[config.mk]
export PLATFORM = sky130hd
export DESIGN_NAME = mcycle_bus_sequencer_flat
export DESIGN_NICKNAME = d
export VERILOG_FILES = /design/src/rtl/mcycle_bus_sequencer_if.sv /design/src/rtl/mcycle_bus_sequencer.sv /design/src/flat_wrapper.sv
export SDC_FILE = /design/constraint.sdc
export NUM_CORES = 1
export LEC_CHECK = 0
export ABC_AREA = 1
export ABC_CLOCK_PERIOD_IN_PS = 3300
export BUFFER_PORTS_ARGS = -buffer_cell sky130_fd_sc_hd__buf_2
export CAP_MARGIN = 0
export CORE_MARGIN = 1
export CORE_UTILIZATION = 56
export DETAILED_ROUTE_END_ITERATION = 7
export GPL_ROUTABILITY_DRIVEN = 0
export PLACE_DENSITY = 0.84
export RECOVER_POWER = 25
export SLEW_MARGIN = 10
export SYNTH_ARGS = -nofsm -noshare
export SYNTH_HDL_FRONTEND = slang
export SYNTH_SLANG_ARGS = --single-unit
export TNS_END_PERCENT = 30
[constraint.sdc]
create_clock -name clk -period 3.3 [get_ports clk]
set_input_delay 0.165 -clock clk [delete_from_list [all_inputs] [get_ports clk]]
set_output_delay 0.165 -clock clk [all_outputs]
set_load 0.05 [all_outputs]
[src/rtl/mcycle_bus_sequencer_if.sv]
// CPU-side bus bundle between the M-cycle sequencer (master) and the memory/bus fabric (slave).
interface mcycle_bus_sequencer_if #(
  parameter int ADDR_W = 16,
  parameter int DATA_W = 8
) ();
  logic [ADDR_W-1:0] bus_addr;
  logic              bus_read_en;
  logic              bus_write_en;
  logic [DATA_W-1:0] bus_wdata;
  logic [DATA_W-1:0] bus_rdata;
  logic              bus_ready;

  modport master (
    output bus_addr, bus_read_en, bus_write_en, bus_wdata,
    input  bus_rdata, bus_ready
  );

  modport slave (
    input  bus_addr, bus_read_en, bus_write_en, bus_wdata,
    output bus_rdata, bus_ready
  );
endinterface

[src/rtl/mcycle_bus_sequencer.sv]
// T1..T4 / M-cycle bus sequencer with wait states, descriptor stalls and a sticky error flag.
// Optional bus-timeout abort is built in when MCYCLE_SEQ_TIMEOUT_EN is defined.
module mcycle_bus_sequencer #(
  parameter int ADDR_W     = 16,
  parameter int DATA_W     = 8,
  parameter int MAX_CYCLES = 6,
  parameter int CYC_W      = $clog2(MAX_CYCLES),
  parameter int TIMEOUT    = 16
) (
  input  logic              clk,
  input  logic              reset_n,
  input  logic              step_en,
  input  logic              uop_valid,
  input  logic [ADDR_W-1:0] uop_addr,
  input  logic [1:0]        uop_op,
  input  logic [DATA_W-1:0] uop_wdata,
  input  logic              uop_last,
  input  logic              uop_skip,
  mcycle_bus_sequencer_if.master bus,
  output logic [DATA_W-1:0] rdata_q,
  output logic              rdata_valid,
  output logic [1:0]        t_phase,
  output logic [CYC_W-1:0]  cycle_idx,
  output logic              exec_strobe,
  output logic              instr_done,
  output logic [31:0]       instr_count,
  output logic              seq_error
);
  typedef enum logic [1:0] {T1 = 2'd0, T2 = 2'd1, T3 = 2'd2, T4 = 2'd3} phase_t;

  localparam logic [1:0]       OP_NONE  = 2'b00;
  localparam logic [1:0]       OP_READ  = 2'b01;
  localparam logic [1:0]       OP_WRITE = 2'b10;
  localparam logic [1:0]       OP_RSVD  = 2'b11;
  localparam logic [CYC_W-1:0] LAST_IDX = CYC_W'(MAX_CYCLES - 1);

  phase_t            state_reg, state_next;
  logic [ADDR_W-1:0] addr_reg, addr_next;
  logic              rd_en_reg, rd_en_next;
  logic              wr_en_reg, wr_en_next;
  logic [DATA_W-1:0] wdata_out_reg, wdata_out_next;
  logic [DATA_W-1:0] wdata_lat_reg, wdata_lat_next;
  logic [1:0]        op_reg, op_next;
  logic              last_reg, last_next;
  logic [DATA_W-1:0] rdata_reg, rdata_next;
  logic              rdata_valid_reg, rdata_valid_next;
  logic [CYC_W-1:0]  idx_reg, idx_next;
  logic [31:0]       count_reg, count_next;
  logic              err_reg, err_next;
  logic              skip_taken;
  logic              retire;

`ifdef MCYCLE_SEQ_TIMEOUT_EN
  localparam int WAIT_W = $clog2(TIMEOUT + 1);
  logic [WAIT_W-1:0] wait_cnt_reg, wait_cnt_next;
`endif

  // Skip is meaningless in the final slot; otherwise it overrides retirement.
  assign skip_taken = uop_skip && (idx_reg != LAST_IDX);
  assign retire     = !skip_taken && (last_reg || idx_reg == LAST_IDX);

  always_comb begin
    state_next       = state_reg;
    addr_next        = addr_reg;
    rd_en_next       = rd_en_reg;
    wr_en_next       = wr_en_reg;
    wdata_out_next   = wdata_out_reg;
    wdata_lat_next   = wdata_lat_reg;
    op_next          = op_reg;
    last_next        = last_reg;
    rdata_next       = rdata_reg;
    rdata_valid_next = step_en ? 1'b0 : rdata_valid_reg;
    idx_next         = idx_reg;
    count_next       = count_reg;
    err_next         = err_reg;
`ifdef MCYCLE_SEQ_TIMEOUT_EN
    wait_cnt_next    = wait_cnt_reg;
`endif
    if (step_en) begin
      unique case (state_reg)
        T1: begin
          rd_en_next = 1'b0;
          wr_en_next = 1'b0;
          if (uop_valid) begin
            addr_next      = uop_addr;
            op_next        = (uop_op == OP_RSVD) ? OP_NONE : uop_op;
            last_next      = uop_last;
            wdata_lat_next = uop_wdata;
            if (uop_op == OP_RSVD) err_next = 1'b1;
            state_next     = T2;
          end
        end
        T2: begin
          // Enables are registered here so they are visible for exactly the T3 clocks.
          rd_en_next = (op_reg == OP_READ);
          wr_en_next = (op_reg == OP_WRITE);
          if (op_reg == OP_WRITE) wdata_out_next = wdata_lat_reg;
`ifdef MCYCLE_SEQ_TIMEOUT_EN
          wait_cnt_next = '0;
`endif
          state_next = T3;
        end
        T3: begin
          if (op_reg == OP_NONE) begin
            state_next = T4;
          end else if (bus.bus_ready) begin
            rd_en_next = 1'b0;
            wr_en_next = 1'b0;
            if (op_reg == OP_READ) begin
              rdata_next       = bus.bus_rdata;
              rdata_valid_next = 1'b1;
            end
            state_next = T4;
          end else begin
`ifdef MCYCLE_SEQ_TIMEOUT_EN
            if (wait_cnt_reg == WAIT_W'(TIMEOUT - 1)) begin
              rd_en_next = 1'b0;
              wr_en_next = 1'b0;
              err_next   = 1'b1;
              if (op_reg == OP_READ) begin
                rdata_next       = '1;
                rdata_valid_next = 1'b1;
              end
              state_next = T4;
            end else begin
              wait_cnt_next = wait_cnt_reg + 1'b1;
            end
`endif
          end
        end
        T4: begin
          rd_en_next = 1'b0;
          wr_en_next = 1'b0;
          if (skip_taken) begin
            idx_next = LAST_IDX;
          end else if (retire) begin
            if (!last_reg) err_next = 1'b1;
            idx_next   = '0;
            count_next = count_reg + 32'd1;
          end else begin
            idx_next = idx_reg + 1'b1;
          end
          state_next = T1;
        end
        default: state_next = T1;
      endcase
    end
  end

  always_ff @(posedge clk or negedge reset_n) begin
    if (!reset_n) begin
      state_reg       <= T1;
      addr_reg        <= '0;
      rd_en_reg       <= 1'b0;
      wr_en_reg       <= 1'b0;
      wdata_out_reg   <= '0;
      wdata_lat_reg   <= '0;
      op_reg          <= OP_NONE;
      last_reg        <= 1'b0;
      rdata_reg       <= '0;
      rdata_valid_reg <= 1'b0;
      idx_reg         <= '0;
      count_reg       <= '0;
      err_reg         <= 1'b0;
`ifdef MCYCLE_SEQ_TIMEOUT_EN
      wait_cnt_reg    <= '0;
`endif
    end else begin
      state_reg       <= state_next;
      addr_reg        <= addr_next;
      rd_en_reg       <= rd_en_next;
      wr_en_reg       <= wr_en_next;
      wdata_out_reg   <= wdata_out_next;
      wdata_lat_reg   <= wdata_lat_next;
      op_reg          <= op_next;
      last_reg        <= last_next;
      rdata_reg       <= rdata_next;
      rdata_valid_reg <= rdata_valid_next;
      idx_reg         <= idx_next;
      count_reg       <= count_next;
      err_reg         <= err_next;
`ifdef MCYCLE_SEQ_TIMEOUT_EN
      wait_cnt_reg    <= wait_cnt_next;
`endif
    end
  end

  assign bus.bus_addr     = addr_reg;
  assign bus.bus_read_en  = rd_en_reg;
  assign bus.bus_write_en = wr_en_reg;
  assign bus.bus_wdata    = wdata_out_reg;
  assign rdata_q          = rdata_reg;
  assign rdata_valid      = rdata_valid_reg && step_en;
  assign t_phase          = state_reg;
  assign cycle_idx        = idx_reg;
  assign exec_strobe      = step_en && (state_reg == T4);
  assign instr_done       = exec_strobe && retire;
  assign instr_count      = count_reg;
  assign seq_error        = err_reg;
endmodule

[src/flat_wrapper.sv]
// flat-port wrapper written by rule: the top's interface ports become plain ports
module mcycle_bus_sequencer_flat 
#(
  parameter int ADDR_W     = 16,
  parameter int DATA_W     = 8,
  parameter int MAX_CYCLES = 6,
  parameter int CYC_W      = $clog2(MAX_CYCLES),
  parameter int TIMEOUT    = 16
)
  (clk, reset_n, step_en, uop_valid, uop_addr, uop_op, uop_wdata, uop_last, uop_skip, rdata_q, rdata_valid, t_phase, cycle_idx, exec_strobe, instr_done, instr_count, seq_error, bus_bus_addr, bus_bus_read_en, bus_bus_write_en, bus_bus_wdata, bus_bus_rdata, bus_bus_ready);
  mcycle_bus_sequencer_if #(.ADDR_W(ADDR_W), .DATA_W(DATA_W)) bus_i ();
  input  logic clk;
  input  logic reset_n;
  input  logic step_en;
  input  logic uop_valid;
  input  logic [ADDR_W-1:0] uop_addr;
  input  logic [1:0] uop_op;
  input  logic [DATA_W-1:0] uop_wdata;
  input  logic uop_last;
  input  logic uop_skip;
  output logic [DATA_W-1:0] rdata_q;
  output logic rdata_valid;
  output logic [1:0] t_phase;
  output logic [CYC_W-1:0] cycle_idx;
  output logic exec_strobe;
  output logic instr_done;
  output logic [31:0] instr_count;
  output logic seq_error;
  output wire logic [$bits(bus_i.bus_addr)-1:0] bus_bus_addr;
  output wire logic [$bits(bus_i.bus_read_en)-1:0] bus_bus_read_en;
  output wire logic [$bits(bus_i.bus_write_en)-1:0] bus_bus_write_en;
  output wire logic [$bits(bus_i.bus_wdata)-1:0] bus_bus_wdata;
  input wire logic [$bits(bus_i.bus_rdata)-1:0] bus_bus_rdata;
  input wire logic [$bits(bus_i.bus_ready)-1:0] bus_bus_ready;
  assign bus_bus_addr = bus_i.bus_addr;
  assign bus_bus_read_en = bus_i.bus_read_en;
  assign bus_bus_write_en = bus_i.bus_write_en;
  assign bus_bus_wdata = bus_i.bus_wdata;
  assign bus_i.bus_rdata = bus_bus_rdata;
  assign bus_i.bus_ready = bus_bus_ready;
  mcycle_bus_sequencer #(.ADDR_W(ADDR_W), .DATA_W(DATA_W), .MAX_CYCLES(MAX_CYCLES), .CYC_W(CYC_W), .TIMEOUT(TIMEOUT)) u_core (.clk(clk), .reset_n(reset_n), .step_en(step_en), .uop_valid(uop_valid), .uop_addr(uop_addr), .uop_op(uop_op), .uop_wdata(uop_wdata), .uop_last(uop_last), .uop_skip(uop_skip), .bus(bus_i), .rdata_q(rdata_q), .rdata_valid(rdata_valid), .t_phase(t_phase), .cycle_idx(cycle_idx), .exec_strobe(exec_strobe), .instr_done(instr_done), .instr_count(instr_count), .seq_error(seq_error));
endmodule
Word level (Yosys, flattened, before mapping). Cells that the tools add are included.

Logic and storage cells: 75. Output and inout bits: 75. Bits in registers: 84. Bits of input ports: 41.

Reductions and logical operators: 19. Multiplexer cells: 23. Add/subtract/negate cells: 2. Bitwise gates (word level): 2. Equality and inequality tests: 16.

Operators with widths (count): $add 32x1->32 const B (1); $mux 1 (13); $reduce_and 3->1 (4); $ne 2x2->1 const B (5); $eq 2x2->1 const B (4); $mux 2 (4); $pmux 2 s4 (1); $reduce_and 7->1 (1); $mux 3 (2); $pmux 1 s3 (2); $logic_and 1x1->1 (5); $reduce_and 5->1 (1); $eq 2x1->1 const B (2); $logic_not 2->1 (2); $ne 2x1->1 const B (2); $reduce_and 4->1 (1); $add 3x1->3 const B (1); $eq 3x3->1 const B (1); $ne 3x2->1 const B (1); $ne 3x3->1 const B (1); $not 1->1 (2); $pmux 1 s2 (1); $reduce_and 2->1 (1); $reduce_bool 2->1 (1); other kinds (3) (3).

Longest topological paths before layout. Gate-level depths: netlist of run 1.

Depth in word-level cells: 7. Gate-level depth with buffers: 10. Depth with buffers taken out: 10.

Least setup slack after synthesis of run 1. No wires, ideal clock.

Path type: register to register. Start point: register u_core.state_reg[1], in the netlist u_core.t_phase[1]. End point: register u_core.count_reg[16], in the netlist u_core.instr_count[16]. Clock period less this slack: 2.138 ns. Required time: 3.177 ns. Buffers on the path: 0. Cell stages (with the launch flop): 9. Setup time: 0.123 ns. Slack: 1.162 ns. Arrival time: 2.015 ns. Cells stage by stage: dfrtp_1 ha_1 nand2_2 inv_1 nand2_4 nor2_4 nand2_1 o21ai_0 nand2_1.

Word-level cells in the longest chain between the ends: 2.

RTL lines: start: declaration (RTL line mcycle_bus_sequencer.sv:37) `phase_t state_reg, state_next;`; start signal: assignment (RTL line mcycle_bus_sequencer.sv:169) `state_reg <= state_next;`; $eq 2x2->1 (RTL line mcycle_bus_sequencer.sv:80) `unique case (state_reg)`; $reduce_and 4->1 (no line); end signal: assignment (RTL line mcycle_bus_sequencer.sv:180) `count_reg <= count_next;`; end: declaration (RTL line mcycle_bus_sequencer.sv:48) `logic [31:0] count_reg, count_next;`.

Every way passes these cells. A chain may end at the register's enable or synchronous reset.

Final worst setup path of run 1.
Start point: register u_core.state_reg[1], in the netlist u_core.t_phase[1]. End point: register u_core.addr_reg[5], in the netlist u_core.bus.bus_addr[5].

Word-level cells in the longest chain between the ends: 2.

RTL lines: $logic_not 2->1 (RTL line mcycle_bus_sequencer.sv:80); $reduce_and 3->1 (no line); end signal: assignment (RTL line mcycle_bus_sequencer.sv:170) `addr_reg <= addr_next;`; end: declaration (RTL line mcycle_bus_sequencer.sv:38) `logic [ADDR_W-1:0] addr_reg, addr_next;`.

Every way passes these cells.

==> run metrics, run 1 <==
Antenna Cells=0; post-synthesis register bit count=84; share of cells above drive strength 1=0.2372; Total Power=4.203 mW; crit share post-route=0.5793; post-route clock skew=5.943 ps; P_leak=2.756 nW; top-count cell post-synth=nand2_1; top layer in use=met4; outcome=complete, but fails checks; number of global-route vias before repair=3595; Starting Density=0.5852; CTS H-tree lvls=3; Finished Layout Cells=720; # setup viols final=0; MaxCap Viol Count=1; critical-path maximum fanout=38; Cell Pwr Density=850.1 nW/um^2; violated checks=capacitance limit, slew limit; Detailed Route WL=between 9000 and 10000 um; row cnt=30; TNS Setup=0 ps; distinct cell type count after synthesis=31; unrepaired setup endpoints after global routing=false; clock sinks=84; Clk Latency, worst-skew pair=about 340 ps; total congestion overflow=0; Core ar.=6869 um^2; Post-Synthesis Cells=498; Synth area leader=dfrtp_1; met1 WL=3980 um; met2 WL=around 4500 um; Nets=669; largest net degree at the start of global routing=85; # fillers=553; Syn Area/Cell=approximately 8.1 um^2; post-cts gate resize count=0; Post-synth EDFFs=0; Bufs on Longest Clock Path=2; actual slew at the worst max-slew pin=around 2000 ps; top cell type's share of synthesized area=0.5229; Crit. End Element=register; Synth area leaders=dfrtp_1, nand2_1, inv_1; first-pass GRT wire length=15750 um; Peak VDD IR=618.0 uV; Worst Setup Path Type=reg -> reg; die area=7521 um^2; Top FF cell, synth=dfrtp_1; max reg flops=32; clock root buffer master=clkbuf_8; Worst setup SP type=register; Rel. slew slack=-0.3309; drt wl/cell=~13 um; minimum clock period=~1900 ps; remaining antenna violation count=0; post-DP HPWL=~7000 um; post-synthesis sequential area ratio=0.5229; total setup buffers inserted after CTS=0; worst slack at placement=between 1000 and 1500 ps; Area Overhead vs Synth=23.00%; CTS clk-pin slew, worst paths=approximately 90 ps; DIE WIDTH=86.73 um; total CTS buffers=9; Synth warnings=0; final hold vios=0; CP arrival=between 2000 and 2500 ps; die height=roughly 87 um; io pins=116; WL met3=639 um; first-pass detailed-route iteration total=7; PortBufs=around 120; Fmax achieved=0.5231 GHz; Required @ worst endpoint=3540 ps; Hold Crit Class=in -> reg; GRT Total Usage=0.2700; Final Slew Violations=85; Async SR Flop Fraction=1.000; CTS tree=built; fin worst setup slack=approximately 1400 ps; initial antenna violation count=0; Via Count=3692; DRC Markers=0; Synth Net Count=547; Syn Std Cell Area=4020 um^2; most instantiated cells after synthesis=nand2_1, dfrtp_1, inv_1; DP Cell Count=just over 700; Iter 0 DRT Violations=approximately 230; Vias/cell=5.128
cell type report:
| type | instances | area [um^2] | area share |
|---|---|---|---|
| Multi-Input combinational cell | 344 | 1653 | 0.3343 |
| Tap cell | 96 | 120.1 | 0.02429 |
| Clock buffer | 9 | 123.9 | 0.02505 |
| Inverter | 64 | 240.2 | 0.04858 |
| Timing Repair Buffer | 117 | 593.1 | 0.1199 |
| Clock inverter | 6 | 112.6 | 0.02277 |
| Sequential cell | 84 | 2102 | 0.4251 |
path summary, 6_finish.rpt:
| kind | cells past startpoint | endpoint | start | slack (ps) |
|---|---|---|---|---|
| setup / recovery | 8 | u_core.bus.bus_addr[5]$_DFFE_PN0P_ | u_core.t_phase[1]$_DFFE_PN0P_ | 1390 |
| hold / removal | 3 | u_core.rdata_q[3]$_DFFE_PN0P_ | bus_bus_rdata[3] | 10 |
| setup reg to reg | 8 | u_core.bus.bus_addr[5]$_DFFE_PN0P_ | u_core.t_phase[1]$_DFFE_PN0P_ | 1390 |
| hold reg to reg | 2 | u_core.bus.bus_addr[12]$_DFFE_PN0P_ | u_core.bus.bus_addr[12]$_DFFE_PN0P_ | 480 |
| max in group asynchronous | 1 | u_core.instr_count[15]$_DFFE_PN0P_ | reset_n | 1750 |
| min in group asynchronous | 1 | u_core.instr_count[2]$_DFFE_PN0P_ | reset_n | 380 |
metrics by stage:
step                cell area, um^2  hold slack, ps    util
floorplan                      4020          -130.6       -
finish                         4945           14.77  0.7199
detailed placement             4701           367.2  0.6843
global route                   4945           17.65  0.7199
CTS                            4947           2.539  0.7202
global placement               4701           359.3  0.6843
where the power goes:
group	internal [mW]	leakage (nW)	switching (mW)
logic	0.406	1.56	1.39
registers	1.34	1.08	0.195
clock network	0.502	0.120	0.371
total	2.25	2.76	1.96
cells in the final DEF, fill, tap and decap left out, types with 4 or more instances in the layout:
cell type,netlist,layout
nand2_1,186,186
buf_2,3,114
dfrtp_1,84,84
inv_1,62,62
nor2_1,38,38
o21ai_0,26,26
nand3_1,24,24
nand4_1,12,12
xor2_1,9,9
clkbuf_8,0,9
ha_1,8,8
xnor2_1,7,7
nor3_1,6,5
a21oi_1,4,4
nor2_2,4,4
logic make-up after synthesis:
group                    synth area share
buffers and inverters             0.06723
XOR/XNOR                          0.03486
flip-flops                         0.5229
AND/OR/NAND/NOR                    0.2972
AO/OA/AOI/OAI                     0.05291
adder cells (fa/ha/maj)           0.02490
worst max-delay path, cell delays in order, from the launching register on:
cell and delay [ps]:
dfrtp_1 430, inv_1 140, ha_1 220, inv_1 90
nor3_2 180, buf_4 350, inv_2 210, nand2_1 120
nand2_1 60
layer usage:
| layer | vias to the layer above | GRT usage |
|---|---|---|
| li1 | 1789 | - |
| met1 | 1705 | 0.3400 |
| met2 | 166 | 0.4365 |
| met3 | 32 | 0.06286 |
| met4 | 0 | 0.1394 |
| met5 | - | 0 |
timing repair:
item | CTS | global route
endpoints found under the hold margin | 1 | 0
setup endpoints to repair | 0 | 0
hold buffers | 1 | 0
Power figures use the tool's default switching activity.
==> inputs of run 2 (changes only) <==
Settings changed: ABC_CLOCK_PERIOD_IN_PS 3300 to 2000, CORE_UTILIZATION 56 to 52, PLACE_DENSITY 0.84 to 0.79.
Clock period 3.3 ns to 2 ns, I/O delays scaled along.
==> run metrics, run 2 (synthesis gave the netlist of run 1 again) <==
row cnt=31 (+3.3%); die height=89.93 um (+3.7%); first-pass GRT wire length=17500 um (+11%); busiest grt layer=met2; Vias/cell=4.987 (-2.7%); commonest non-fill, non-tap cell in the layout=nand2_1; GR Util met2=0.4763 (+0.03977); Cell Pwr Density=1302 nW/um^2 (+53%); remaining antenna violation count=0 (unchanged); Worst setup SP type=register; commonest cells after routing, fill and taps aside=nand2_1, buf_2, dfrtp_1; CTS tree=built; Iter 0 DRT Violations=173 (-23%); CTS clk-pin slew, worst paths=90 ps (about the same); clock sinks=84 (unchanged); Via Count=3790 (+2.7%); DIE WIDTH=89.93 um (+3.7%); post-route clock skew=13.81 ps (+7.869 ps); outcome=finished clean; Antenna Cells=0 (unchanged); P_leak=2.894 nW (+5.0%); die area=8087 um^2 (+7.5%); Core ar.=7370 um^2 (+7.3%); CP arrival=1770 ps (-380 ps); Bufs on Longest Clock Path=2 (unchanged); post-cts gate resize count=0 (unchanged); Final Util=0.7209 (+0.001029); Starting Density=0.5455 (-0.03975); TNS Setup=0 ps (unchanged); minimum clock period=1872 ps; total congestion overflow=0 (unchanged); crit share post-route=0.9358; MaxCap Viol Count=0 (-1); Rel. slew slack=0.2811 (+0.6120); Final Slew Violations=0 (-100%); io pins=116 (unchanged); DRC Markers=0 (unchanged); max reg flops=32 (unchanged); drt wl/cell=13.55 um (+3.1%); share of cells above drive strength 1=0.2375 (+0.0003394); Peak VDD IR=1110 uV (+80%); first-pass detailed-route iteration total=5 (-2); grt met1 use=0.3241 (-0.01590); Fmax achieved=roughly 0.53 GHz; largest net degree at the start of global routing=44 (-48%); total CTS buffers=9 (unchanged); Crit. End Element=primary output; # setup viols final=0 (unchanged); final hold vios=0 (unchanged); actual slew at the worst max-slew pin=1078 ps (-918.1 ps); Detailed Route WL=10300 um (+8.8%); critical-path maximum fanout=6 (-84%); unrepaired setup endpoints after global routing=false; initial antenna violation count=0 (unchanged); GRT Total Usage=0.2707 (+0.0006608); Total Power=6.919 mW (+65%); Worst Setup Path Type=reg -> out; clock root buffer master=clkbuf_8; PortBufs=115 (unchanged); Worst R2R Path Depth=8 (unchanged); Hold Crit Class=in -> reg; Area Overhead vs Synth=32.15%; post-DP HPWL=7151 um (+2.1%); Required @ worst endpoint=1900 ps (-1640 ps); Clk Latency, worst-skew pair=360 ps (+20 ps); hold depth=3 (unchanged); Nets=705 (+5.4%); met3 Usage GRT=0.07868 (+0.01582); CTS H-tree lvls=3 (unchanged); number of global-route vias before repair=3739 (+4.0%)
[run 2: cell count changes in the layout (fill, tap and decap cells not counted), sizes merged]
cell,before,now
dlygate4sd3,1,34
buf,115,118
inv,65,69
clkinvlp,0,1
clkinv,2,0
bufinv,3,1
[run 2: stage by stage]
| stage | cell area [um^2] | worst slack, ps | instances | hold slack (ps) |
|---|---|---|---|---|
| final | 5313 | 128.5 | 760 | 25.45 |
| after CTS | 5315 | 112.1 | 760 | 20.19 |
| after detailed placement | 4761 | 271.6 | 710 | 127.0 |
| after global placement | 4761 | 336.5 | 710 | 125.6 |
| after global routing | 5313 | 7.687 | 760 | 43.87 |
| after floorplan | 4029 | 8.733 | 498 | -195.6 |
[run 2: final cells by class]
| cell class | instances | area, um^2 |
|---|---|---|
| fill | 540 | 2057 |
| clock inverter | 7 | 90.09 |
| inverter | 64 | 244.0 |
| multi-input combinational | 344 | 1653 |
| tap | 99 | 123.9 |
| clock buffer | 9 | 123.9 |
| sequential | 84 | 2107 |
| timing repair buffer | 153 | 970.9 |
[run 2: worst paths after layout]
path                                                  from                         endpoint  slack, ps
max in group asynchronous                          reset_n    u_core.t_phase[1]$_DFFE_PN0P_        750
max reg2reg                  u_core.t_phase[0]$_DFFE_PN0P_    u_core.rdata_q[4]$_DFFE_PN0P_        240
max                        u_core.cycle_idx[1]$_DFFE_PN0P_                       instr_done        130
min reg2reg                   u_core.seq_error$_DFFE_PN0P_     u_core.seq_error$_DFFE_PN0P_        470
min in group asynchronous                          reset_n  u_core.cycle_idx[1]$_DFFE_PN0P_        470
min                                              uop_op[0]     u_core.op_reg[0]$_DFFE_PN0P_         30
[run 2: layer usage]
| metal | routed length [um] | up-vias |
|---|---|---|
| met5 | 0 | - |
| met4 | 158 | 0 |
| met3 | 767 | 20 |
| met2 | 5098 | 165 |
| met1 | 4277 | 1744 |
| li1 | - | 1861 |
[run 2: repair_timing]
| item | 4_1_cts | 5_1_grt |
|---|---|---|
| buffers inserted | 0 | 0 |
| endpoints found under the setup margin | 0 | 0 |
| hold endpoints to repair | 74 | 0 |
| hold buffers | 34 | 0 |
[run 2: power breakdown]
part	internal, mW	switching [mW]
sequential	2.21	0.334
clock	0.617	0.685
combinational	0.733	2.34
[run 2: worst max-delay path, stage by stage, from the launching register on]
cell and delay (ps):
dfrtp_2 420, inv_1 70, ha_1 140, nand2_1 120, a21oi_4 240, buf_4 170
buf_2 260
